## config.mk

```make
export PLATFORM = sky130hd
export DESIGN_NAME = alu_operand_entry
export DESIGN_NICKNAME = d
export VERILOG_FILES = /design/src/rtl/alu_operand_entry.sv
export SDC_FILE = /design/constraint.sdc
export NUM_CORES = 1
export LEC_CHECK = 0
export BUFFER_PORTS_ARGS = -buffer_cell sky130_fd_sc_hd__buf_2
export CORE_MARGIN = 5
export CORE_UTILIZATION = 59
export CTS_BUF_LIST = sky130_fd_sc_hd__clkbuf_16
export DETAILED_ROUTE_END_ITERATION = 8
export GPL_ROUTABILITY_DRIVEN = 0
export PLACE_DENSITY_LB_ADDON = 0.3
export RECOVER_POWER = 25
export SETUP_SLACK_MARGIN = 0.4
export SYNTH_ARGS = -nofsm -noshare
export SYNTH_HDL_FRONTEND = slang
export SYNTH_SLANG_ARGS = --single-unit
```

## constraint.sdc

```tcl
create_clock -name clk -period 4 [get_ports clk]
set_clock_uncertainty 0.2 [all_clocks]
set_input_delay 0.4 -clock clk [delete_from_list [all_inputs] [get_ports clk]]
set_output_delay 0.4 -clock clk [all_outputs]
set_load 0.02 [all_outputs]
```

## src/rtl/alu_operand_entry.sv

```systemverilog
// Operand entry sequencer: loads A, B and the ALU opcode from one switch bank,
// one debounced ENTER press per step, with a debounced CLEAR back to LOAD_A.
module alu_operand_entry #(
   parameter int n               = 3,
   parameter int DEBOUNCE_CYCLES = 4
) (
   input  logic         clk,
   input  logic         rst,
   input  logic [3:0]   sw,
   input  logic         btn_enter,
   input  logic         btn_clear,
   output logic [n-1:0] a,
   output logic [n-1:0] b,
   output logic [3:0]   ALUControl,
   output logic         valid,
   output logic [1:0]   stage
);

   typedef enum logic [1:0] {
      LOAD_A  = 2'd0,
      LOAD_B  = 2'd1,
      LOAD_OP = 2'd2,
      SHOW    = 2'd3
   } state_t;

   localparam logic [7:0] CNT_MAX = 8'(DEBOUNCE_CYCLES - 1);

   logic [1:0]   ent_sync_q, clr_sync_q;
   logic         ent_lvl_q, ent_lvl_d, clr_lvl_q, clr_lvl_d;
   logic [7:0]   ent_cnt_q, ent_cnt_d, clr_cnt_q, clr_cnt_d;
   logic         ev_enter_q, ev_enter_d, ev_clear_q, ev_clear_d;
   state_t       state_q;
   logic [n-1:0] a_q, b_q;
   logic [3:0]   op_q;
   logic         valid_q;

   logic s_enter, s_clear;
   assign s_enter = ent_sync_q[1];
   assign s_clear = clr_sync_q[1];

   // The press pulse is registered alongside the level change, so the FSM
   // acts on the edge after the debounced level rises.
   always_comb begin
      ent_lvl_d  = ent_lvl_q;
      ent_cnt_d  = ent_cnt_q;
      ev_enter_d = 1'b0;
      if (s_enter == ent_lvl_q) begin
         ent_cnt_d = '0;
      end else if (ent_cnt_q == CNT_MAX) begin
         ent_lvl_d  = s_enter;
         ent_cnt_d  = '0;
         ev_enter_d = s_enter;
      end else begin
         ent_cnt_d = ent_cnt_q + 8'd1;
      end

      clr_lvl_d  = clr_lvl_q;
      clr_cnt_d  = clr_cnt_q;
      ev_clear_d = 1'b0;
      if (s_clear == clr_lvl_q) begin
         clr_cnt_d = '0;
      end else if (clr_cnt_q == CNT_MAX) begin
         clr_lvl_d  = s_clear;
         clr_cnt_d  = '0;
         ev_clear_d = s_clear;
      end else begin
         clr_cnt_d = clr_cnt_q + 8'd1;
      end
   end

   always_ff @(posedge clk) begin
      if (rst) begin
         ent_sync_q <= '0;
         clr_sync_q <= '0;
         ent_lvl_q  <= 1'b0;
         clr_lvl_q  <= 1'b0;
         ent_cnt_q  <= '0;
         clr_cnt_q  <= '0;
         ev_enter_q <= 1'b0;
         ev_clear_q <= 1'b0;
      end else begin
         ent_sync_q <= {ent_sync_q[0], btn_enter};
         clr_sync_q <= {clr_sync_q[0], btn_clear};
         ent_lvl_q  <= ent_lvl_d;
         clr_lvl_q  <= clr_lvl_d;
         ent_cnt_q  <= ent_cnt_d;
         clr_cnt_q  <= clr_cnt_d;
         ev_enter_q <= ev_enter_d;
         ev_clear_q <= ev_clear_d;
      end
   end

   // Clear outranks enter when both events land in the same cycle.
   always_ff @(posedge clk) begin
      if (rst || ev_clear_q) begin
         state_q <= LOAD_A;
         a_q     <= '0;
         b_q     <= '0;
         op_q    <= '0;
         valid_q <= 1'b0;
      end else if (ev_enter_q) begin
         case (state_q)
            LOAD_A: begin
               a_q     <= sw[n-1:0];
               state_q <= LOAD_B;
            end
            LOAD_B: begin
               b_q     <= sw[n-1:0];
               state_q <= LOAD_OP;
            end
            LOAD_OP: begin
               op_q    <= sw;
               valid_q <= 1'b1;
               state_q <= SHOW;
            end
            default: begin
               valid_q <= 1'b0;
               state_q <= LOAD_A;
            end
         endcase
      end
   end

   assign a          = a_q;
   assign b          = b_q;
   assign ALUControl = op_q;
   assign valid      = valid_q;
   assign stage      = state_q;

endmodule

```

==> results.ini <==
[setup_path]
reg2regPathDepth=4
startpoint=ent_cnt_q[0]
critPathKind=reg2reg
cp_max_fo=8
critPathCapture=ent_cnt_q[3]
required_ps=3960
r2r-start=ent_cnt_q[0]
r2r-end=ent_cnt_q[3]
cp-start-kind=flip-flop
regToRegSetupSlack_ps=2310
cp.arrival_ps=1650
end_kind=flip-flop

[cts]
hold_buffers=0
cts_setup_buffers=0
cts_resized=0
root_buffer=clkbuf_16
insertion_delay_ps=280
cts-buffers-inserted=5
clk_pin_slew_worst_paths_ps=50
cts_buffer_depth=2
cts_tree=done
cts.sinks=37
cts_max_level=2

[timing]
hold_viol=0
max_slew_margin_pct=61.2
rsz0062_at_grt=no
clock.fmax_mhz=592
finalCriticalPeriod_ps=1690
final.setup.tns_ps=0
hold_slack_ps=141
setup_viol=0
drv_slew=0
tightest_slew_ps=577
period_share_pct=42.2

[detailed_routing]
drtIter0Drc=81
ant_nets=0
first_pass_iters=4
drc=0
routed_wl_mm=2.78
wl_per_cell_um=12.9
num_vias=1204
via_per_inst=5.60

[floorplan]
core_region_area_um2=2450
die_y_um=60.2
dieArea_um2=3630
initial_utilization_pct=60.6
fp-row-count=18
die_x_um=60.2
ioPinCount=21

[yosys]
syn_avg_cell_area_um2=9.13
synth_seq_area_share_pct=49.8
synthesis.area_um2=1490
synth.net_count=177
synth_ff_type=dfxtp_1
ys_ff_latch=37
synth-edff-count=0
syn_inst=163
yosysWarnings=0
postSynth.asyncResetShare_pct=0
ys_types=29

[flow_run]
maxCapViolCount=0

[final_layout]
mostFrequentLayoutCells=dfxtp_1 (37), nand3_1 (19), a21oi_1 (18)
final_common_cell=dfxtp_1
diodes=0
design.final.nets=200
final_layout_size_suffix_gt1_share_pct=13.5
final_util_pct=69.9
area_delta_synth_final_pct=15.3
final_cell_count_no_fill=215

[pwr]
p_sw_share_pct=18.9
clkPwrFrac_pct=47.7
p_leak_nw=0.598
p_per_area_nw_per_um2=431
vdd_drop_max_uv=447
switchingPower_mw=0.140
p_int_mw=0.599
finalPower_mw=0.739
p_seq_share_pct=50.5
p_comb_share_pct=1.7

[grt]
first_global_vias=1138
grt_max_degree=17
grt_pass1_wl_mm=4.60
antenna_found_initial=0
overflow=0
grtUsageTotal_pct=17.9

[min_path]
hp-class=in2reg

[place]
port_buffers=20
dp_hpwl_mm=1.99
placed_cells=209

[outcome]
outcome=finished, final reports clean

## power by group through the flow
stage / logic, mW / clock network [mW] / registers, mW
2_1_floorplan: 0.00735 / 0 / 0.380
3_3_place_gp: 0.0123 / 0 / 0.381
3_5_place_dp: 0.0128 / 0 / 0.381
4_1_cts: 0.0129 / 0.361 / 0.373
5_1_grt: 0.0141 / 0.381 / 0.373
6_report: 0.0126 / 0.353 / 0.373
## area by class of cell
class	count	area, µm²
Sequential cell	37	741
Fill cell	192	739
Multi-Input combinational cell	115	689
Clock buffer	5	125
Inverter	7	26.3
Clock inverter	1	5.00
Timing Repair Buffer	20	91.3
Tap cell	30	37.5
## worst min path at each step
| stage | startpoint | to | slack (ps) | cells after the start |
|---|---|---|---|---|
| detailed placement | ent_sync_q[0] | ent_sync_q[1] | 230 | 1 |
| CTS | btn_clear | clr_sync_q[0] | 140 | 2 |
| global route | btn_enter | ent_sync_q[0] | 160 | 2 |
| finish | btn_enter | ent_sync_q[0] | 140 | 2 |
| global placement | ent_sync_q[0] | ent_sync_q[1] | 220 | 1 |
| floorplan | clr_sync_q[0] | clr_sync_q[1] | 210 | 1 |
## per-stage QoR
| step | worst slack [ps] | instance area [µm²] |
|---|---|---|
| final | 2310 | 1720 |
| after CTS | 2320 | 1740 |
| after global placement | 2380 | 1610 |
| after global routing | 2170 | 1720 |
| after detailed placement | 2320 | 1610 |
| after floorplan | 2360 | 1490 |
## critical path, stage by stage (launching register included)
cell and delay [ps]:
dfxtp_1 380, ha_1 240, nor4b_2 340, a211o_1 330
nor2_1 80
## cells in the mapped netlist (2+ instances only)
| master | number | area [µm²] |
|---|---|---|
| nand4_1 | 3 | 18.8 |
| o21ai_0 | 6 | 30.0 |
| ha_1 | 6 | 75.1 |
| a21oi_1 | 18 | 90.1 |
| nor2b_1 | 4 | 25.0 |
| nand3_1 | 19 | 95.1 |
| nand2_1 | 15 | 56.3 |
| inv_1 | 7 | 26.3 |
| or3_1 | 6 | 37.5 |
| xnor2_1 | 5 | 43.8 |
| dfxtp_1 | 37 | 741 |
| xor2_1 | 3 | 26.3 |
| clkbuf_1 | 3 | 11.3 |
| nor2_1 | 15 | 56.3 |
| mux2i_1 | 2 | 20.0 |
## routing by layer
metal	vias up	track usage, %	part of all wire, %
li1	609	-	-
met1	559	19.3	42
met2	30	27.6	47
met3	6	8.21	8.6
met4	0	12.7	2.2
met5	-	0	0
## registers in the layout (all words and copies together), names as in the netlist
signal,cells
clr_sync_q,2
ent_sync_q,2
ent_lvl_q,1
stage,2
a,3
clr_lvl_q,1
clr_cnt_q,8
ent_cnt_q,8
b,3
ev_enter_q,1
ALUControl,4
valid,1
ev_clear_q,1
## kinds of logic after synthesis
family                     Yosys count  share of synthesized area [%]
AOI/OAI and AO/OA                   29                           11.2
xor gates and xnor gates             8                           4.71
adders and majority gates            6                           5.05
buffers and inverters               11                           2.86
DFF                                 37                           49.8
muxes                                3                           2.10
and+or+nand+nor                     69                           24.3
(Power assumes the default switching activity.)
